## src/rtl/pulse_seq_pkg.sv

```systemverilog
// Shared encodings and widths for the four-output pulse sequencer.
package pulse_seq_pkg;
   localparam int IDX_W = 2;
   localparam int TMR_W = 8;

   typedef enum logic [1:0] {
      IDLE  = 2'd0,
      PHASE = 2'd1,
      DONE  = 2'd2
   } state_e;
endpackage

```

## src/rtl/pulse_seq_timer.sv

```systemverilog
// Phase timer: clears on load, counts up when enabled, flags the last cycle of a phase.
module pulse_seq_timer
   import pulse_seq_pkg::*;
#(
   parameter int W = TMR_W
) (
   input  logic         clk,
   input  logic         rst_n,
   input  logic         load,
   input  logic         count,
   input  logic [W-1:0] last,
   output logic         tc
);

   logic [W-1:0] cnt_q;
   logic [W-1:0] cnt_d;

   always_comb begin
      cnt_d = cnt_q;
      if (load) begin
         cnt_d = '0;
      end else if (count) begin
         cnt_d = cnt_q + W'(1);
      end
   end

   always_ff @(posedge clk or negedge rst_n) begin
      if (!rst_n) begin
         cnt_q <= '0;
      end else begin
         cnt_q <= cnt_d;
      end
   end

   assign tc = (cnt_q == last);

endmodule

```

## src/rtl/pulse_sequencer_4_outputs.sv

```systemverilog
// Four-phase pulse sequencer with per-output inversion mask.
// Define PULSE_SEQ_LOOP_EN to repeat the sequence until Stop or reset.
module pulse_sequencer_4_outputs
   import pulse_seq_pkg::*;
#(
   parameter logic [3:0] BubblesMask = 4'b0001,
   parameter logic [7:0] PhaseLength = 8'd4
) (
   input  logic Clock,
   input  logic Reset_n,
   input  logic Start,
   input  logic Stop,
   output logic Output_1,
   output logic Output_2,
   output logic Output_3,
   output logic Output_4,
   output logic Busy,
   output logic Done
);

   // A zero length behaves as a one-cycle phase.
   localparam logic [TMR_W-1:0] LAST_COUNT =
      (PhaseLength == 8'd0) ? '0 : TMR_W'(PhaseLength - 8'd1);

   state_e             state_q, state_d;
   logic [IDX_W-1:0]   idx_q, idx_d;
   logic               done_q, done_d;
   logic               tc;
   logic               tmr_load;
   logic               tmr_en;
   logic [3:0]         act;
   logic [3:0]         out_vec;

   assign tmr_en   = (state_q == PHASE);
   assign tmr_load = (state_q != PHASE) || tc || Stop;

   pulse_seq_timer #(.W(TMR_W)) u_timer (
      .clk   (Clock),
      .rst_n (Reset_n),
      .load  (tmr_load),
      .count (tmr_en),
      .last  (LAST_COUNT),
      .tc    (tc)
   );

   always_comb begin
      state_d = state_q;
      idx_d   = idx_q;
      done_d  = 1'b0;
      case (state_q)
         IDLE: begin
            if (Start) begin
               state_d = PHASE;
               idx_d   = '0;
            end
         end
         PHASE: begin
            if (tc) begin
               if (idx_q == '1) begin
                  idx_d  = '0;
                  done_d = 1'b1;
`ifdef PULSE_SEQ_LOOP_EN
                  state_d = PHASE;
`else
                  state_d = DONE;
`endif
               end else begin
                  idx_d = idx_q + IDX_W'(1);
               end
            end
         end
         DONE: begin
            state_d = IDLE;
         end
         default: begin
            state_d = IDLE;
            idx_d   = '0;
         end
      endcase
      // Stop overrides everything, including a pending Start or Done.
      if (Stop) begin
         state_d = IDLE;
         idx_d   = '0;
         done_d  = 1'b0;
      end
   end

   always_ff @(posedge Clock or negedge Reset_n) begin
      if (!Reset_n) begin
         state_q <= IDLE;
         idx_q   <= '0;
         done_q  <= 1'b0;
      end else begin
         state_q <= state_d;
         idx_q   <= idx_d;
         done_q  <= done_d;
      end
   end

   for (genvar gi = 0; gi < 4; gi++) begin : g_act
      assign act[gi] = (state_q == PHASE) && (idx_q == IDX_W'(gi));
   end

   assign out_vec  = act ^ BubblesMask;
   assign Output_1 = out_vec[0];
   assign Output_2 = out_vec[1];
   assign Output_3 = out_vec[2];
   assign Output_4 = out_vec[3];
   assign Busy     = (state_q == PHASE);
   assign Done     = done_q;

endmodule

```

## config.mk

```make
export PLATFORM = sky130hd
export DESIGN_NAME = pulse_sequencer_4_outputs
export DESIGN_NICKNAME = d
export VERILOG_FILES = /design/src/rtl/pulse_seq_pkg.sv /design/src/rtl/pulse_seq_timer.sv /design/src/rtl/pulse_sequencer_4_outputs.sv
export SDC_FILE = /design/constraint.sdc
export NUM_CORES = 1
export LEC_CHECK = 0
export ABC_CLOCK_PERIOD_IN_PS = 3400
export CORE_MARGIN = 5
export CORE_UTILIZATION = 50
export CTS_BUF_LIST = sky130_fd_sc_hd__clkbuf_4 sky130_fd_sc_hd__clkbuf_8
export DETAILED_ROUTE_END_ITERATION = 16
export GPL_TIMING_DRIVEN = 0
export PLACE_DENSITY_LB_ADDON = 0.05
export SLEW_MARGIN = 20
export SYNTH_ARGS = -nofsm -noshare
export SYNTH_HDL_FRONTEND = slang
export SYNTH_SLANG_ARGS = --single-unit
```

## constraint.sdc

```tcl
create_clock -name Clock -period 3.4 [get_ports Clock]
set_clock_uncertainty 0.15 [all_clocks]
set_input_delay 0.68 -clock Clock [delete_from_list [all_inputs] [get_ports Clock]]
set_output_delay 0.68 -clock Clock [all_outputs]
set_load 0.01 [all_outputs]
```

* Word level (Yosys, flattened, before mapping)
Cells that the tools add are included.
Storage, ports and cells: bits in latches 0, input port bits 4, RAM bits 0, memories 0, memory bits (read-only) 0, output and inout bits 6, logic and storage cells 45, bits in registers 13
Cells by class: multipliers 0, bitwise operators 1, magnitude comparators 0, shift operators 0, add/sub/neg operators 2, reduce and logical (&&, ||, !) cells 11, div/mod/pow operators 0, multiplexer cells 16, equal/unequal tests 11
Operators by type and width (count):
- 2-to-1 mux 2 bit | 8
- 2-to-1 mux 8 bit | 2
- adder 8 x 1 -> 8 bit, second input constant | 1
- equality test 8 x 2 -> 1 bit, second input constant | 1
- equality test 2 bit, second input constant | 3
- != test 3 x 2 -> 1 bit, second input constant | 2
- case mux 2 bit (3 select lines) | 1
- AND reduction 3 bit | 2
- equality test 2 x 1 -> 1 bit, second input constant | 2
- logical AND 1 bit | 4
- zero test 2 bit | 2
- 2-to-1 mux 1 bit | 4
- case mux 2 bit (2 select lines) | 1
- != test 3 bit, second input constant | 1
- adder 2 x 1 -> 2 bit, second input constant | 1
- logical OR 1 bit | 2
- != test 2 x 1 -> 1 bit, second input constant | 1
- != test 2 bit, second input constant | 1
- nonzero test 2 bit | 1
- inverter 1 bit | 1

* Depth between registers and ports, before layout
word-level depth 5, mapped depth 5, gate-level depth less buffers 4

* Cells and area by module
From an unflattened synthesis, not the netlist that was laid out.
Second synthesis, totals: cell total of the unflattened synthesis 82, area, all modules 810.8 sq um
By module, submodules not included:
- pulse_seq_timer | times used 1, area each 476.7 sq um, seq. area each 200.2 sq um, cells each 49
- pulse_sequencer_4_outputs | times used 1, area each 334.1 sq um, seq. area each 125.1 sq um, cells each 33

* Worst setup path after synthesis
Ideal clock, no wire load.
path type register to output, start reg state_q[1], end out Output_2, stages on the path, launching flop included 3, required time 2.570 ns, setup slack 1.624 ns, arrival time 0.946 ns, path buffers 0, cells stage by stage dfrtp_1 nor2b_1 and2_1
Between the ends: word-level cells in the longest chain between the ends 2
Ends and longest elaborated chain:
- from (decl) | RTL line pulse_sequencer_4_outputs.sv:25 | state_e state_q, state_d;
- from (signal assigned) | RTL line pulse_sequencer_4_outputs.sv:94 | state_q <= state_d;
- equality test 2 x 1 -> 1 bit
- named net Busy | RTL line pulse_sequencer_4_outputs.sv:17 | output logic Busy,
- logical AND 1 bit | RTL line pulse_sequencer_4_outputs.sv:101 | assign act[gi] = (state_q == PHASE) && (idx_q == IDX_W'(gi));
- to (decl) | RTL line pulse_sequencer_4_outputs.sv:14 | output logic Output_2,
The timed path passes the listed nets, and every way through them passes these cells.

* Worst setup path in the final report
start reg state_q[1], end out Output_2
Between the ends: word-level cells in the longest chain between the ends 2
Ends and longest elaborated chain (RTL line):
- equality test 2 x 1 -> 1 bit | pulse_sequencer_4_outputs.sv:101
- logical AND 1 bit | pulse_sequencer_4_outputs.sv:101
No other way between the ends.

==> impl_metrics.tcl <==
set metrics [dict create \
    hp-start "u_timer.cnt_q[0]" \
    ir_drop_mv 0.204 \
    io_buffers 9 \
    synthToLayoutAreaGrowth_pct 18.8 \
    fin_crit_ps 2530 \
    dp_slack_ps 1160 \
    arrival_ps 1700 \
    finalWirelength_um 1220 \
    die_area_um2 2340 \
    rsz0062_at_grt "no" \
    tns_ps 0 \
    min_to "u_timer.cnt_q[0]" \
    worstMarginPinSlew_ps 566 \
    cts_tree "yes" \
    max-clock-path-buffers 2 \
    synth_fa_ha_area_share_pct 8.49 \
    numCtsBuffers 3 \
    path_cells "nor2b_1, and2_1, clkdlybuf4s50_1" \
    crit_start "state_q[1]" \
    antenna_left 0 \
    yosys-mux-area-fraction_pct 0 \
    reg2reg_from "u_timer.cnt_q[0]" \
    drive_gt1_share_pct 16.0 \
    maxSlewViolCount 0 \
    synth_compound_area_share_pct 11.0 \
    antenna_found_initial 0 \
    cap_violations 0 \
    hold_violations 0 \
    grt_pass1_vias 519 \
    cp_slowest_cell "clkdlybuf4s50_1" \
    period_share_pct 74.3 \
    cts_setup_buffers 0 \
    h-tree-depth 1 \
    fmax_mhz 396 \
    worstSkewPairLatency_ps 270 \
    grt_first_pass_wirelength_um 2210 \
    grt_max_degree 14 \
    coreArea_um2 1350 \
    vias 528 \
    ys_ff_latch 13 \
    outcome "complete, no violations" \
    timing.final.ws_setup_ps 874 \
    initial_utilization_pct 54.6 \
    vias_per_cell 5.50 \
    cts_hold_buf 0 \
    setup_viol 0 \
    grt_usage_pct 11.5 \
    crit_type "reg -> out" \
    path_max_fanout 6 \
    synth_seq_area_share_pct 44.1 \
    num_rows 13 \
    critical_path.endpoint_type "output pin" \
    synth_nets 77 \
    die_x_um 48.4 \
    syn_inst 68 \
    hold_depth 1 \
    powerDensity_nw_per_um2 333 \
    ys_types 26 \
    cts.clk_slew.worst_paths_ps 80 \
    netlist_area_um2 737 \
    slowest_delay_ps 520 \
    leakage_nw 0.367 \
    hpwl_um 929 \
    io_pins 10 \
    first_iter_violations 8 \
    overflow 0 \
    crit_path_start_kind "flop" \
    clock_sinks 13 \
    diodes 0 \
    root_buffer "clkbuf_4" \
    routabilityCongestion 0.740 \
    cts_resized 0 \
    routedWlPerCell_um 12.7 \
    r2r_slack_ps 1780 \
    ys_warn_count 0 \
    chipHeight_um 48.4 \
    yosys.area_share.simple_pct 29.7 \
    layout.nets 91 \
    cp.required_ps 2570 \
    route.detailed.drc 0 \
    synth_top_family_by_area "simple AND/OR/NAND/NOR gates" \
    hp-class "reg -> reg" \
    relSlewSlack_pct 62.2 \
    r2r_cells 5 \
    synth-xor-area-share_pct 3.57 \
    syn_area_per_cell_um2 10.8 \
    worst_r2r_endpoint "idx_q[1]" \
    drt-pass1-iter-count 4 \
]
==> layer usage <==
layer / routed length (um) / global-route usage, % / vias up
li1: - / - / 266
met1: 531 / 12.8 / 250
met5: 0 / 0 / -
met4: 14 / 6.91 / 0
met3: 70 / 3.67 / 2
met2: 604 / 18.9 / 10
==> per-stage QoR <==
step / utilization (%) / hold WS, ps / total power [W] / area, um2 / cells
5_1_grt: 64.9 / 363 / 0.000304 / 876 / 96
2_1_floorplan: - / 234 / 0.000178 / 737 / 68
6_report: 64.9 / 337 / 0.000292 / 876 / 96
3_3_place_gp: 62.7 / 321 / 0.000193 / 846 / 92
4_1_cts: 64.9 / 343 / 0.000296 / 876 / 96
3_5_place_dp: 62.7 / 333 / 0.000193 / 846 / 92
==> layout make-up <==
cell class	instances	area (um2)
Timing Repair Buffer	9	90.1
Multi-Input combinational cell	51	389
Buffer	1	11.3
Clock buffer	4	30.0
Inverter	3	11.3
Sequential cell	13	325
Fill cell	114	474
Tap cell	15	18.8
==> state kept, by name, summed over array words and instances (netlist names) <==
name,count
Done,1
idx_q,2
state_q,2
u_timer.cnt_q,8
==> how the worst max path moves through the flow <==
stage                     to  slack (ps)  depth (start not counted)
finish              Output_2         870                          3
global route        Output_4         760                          3
CTS                 Output_3         850                          3
detailed placement  Output_3        1160                          3
floorplan           Output_2        1620                          2
global placement    Output_3        1180                          3
==> kinds of logic (layout without fill, tap and decap cells) <==
kind of cell	after synthesis	in the layout
DFF	13	13
AOI/OAI and AO/OA	10	10
and+or+nand+nor	33	33
buffers and inverters	4	17
adders and majority gates	5	5
xor gates and xnor gates	3	3
==> cell usage after synthesis, drive strengths merged <==
cell type | instances | share of area (%)
dfrtp | 13 | 44
nor2 | 7 | 3.6
ha | 5 | 8.5
nand3 | 5 | 4.1
a21oi | 3 | 3.1
and2 | 3 | 2.5
inv | 3 | 1.5
nand2 | 3 | 1.5
nand4 | 3 | 2.5
o21ai | 3 | 2.0
or3 | 3 | 2.5
and4 | 2 | 2.4
nand2b | 2 | 1.7
o211ai | 2 | 3.4
xor2 | 2 | 2.4
a21bo | 1 | 1.4
and3 | 1 | 0.85
buf | 1 | 1.5
nor2b | 1 | 0.85
nor3 | 1 | 1.4
nor3b | 1 | 2.5
nor4b | 1 | 3.2
o32ai | 1 | 1.2
xnor2 | 1 | 1.2
==> placed cells by master (no fill, tap or decap) <==
master,Yosys,routed
nor2b_1,1,1
nor3_2,1,1
inv_1,3,3
o21ai_0,3,3
buf_6,1,1
nand3_1,4,4
clkbuf_4,0,4
a21oi_2,2,2
nand2b_1,2,2
nor2_1,7,7
xor2_1,2,2
nand4_1,3,3
o32ai_1,1,1
nand3_2,1,1
and4_1,2,2
a21bo_1,1,1
and2_1,3,3
dfrtp_1,13,13
a21oi_1,1,1
nand2_1,3,3
xnor2_1,1,1
or3_1,3,3
o211ai_2,2,2
nor4b_4,1,1
ha_1,5,5
clkdlybuf4s50_1,0,9
and3_1,1,1
nor3b_4,1,1
==> critical path: cells and delay by family (launching register included) <==
kind | cells | cell delay (ps)
buffers and inverters | 1 | 520
flip-flops | 1 | 420
AND/OR/NAND/NOR | 2 | 480
==> power breakdown <==
group          switching, W  internal [W]
Combinational     0.0000153     0.0000148
Clock             0.0000489     0.0000535
Sequential       0.00000226      0.000157
Note: power is estimated with default switching activity, not from simulation.
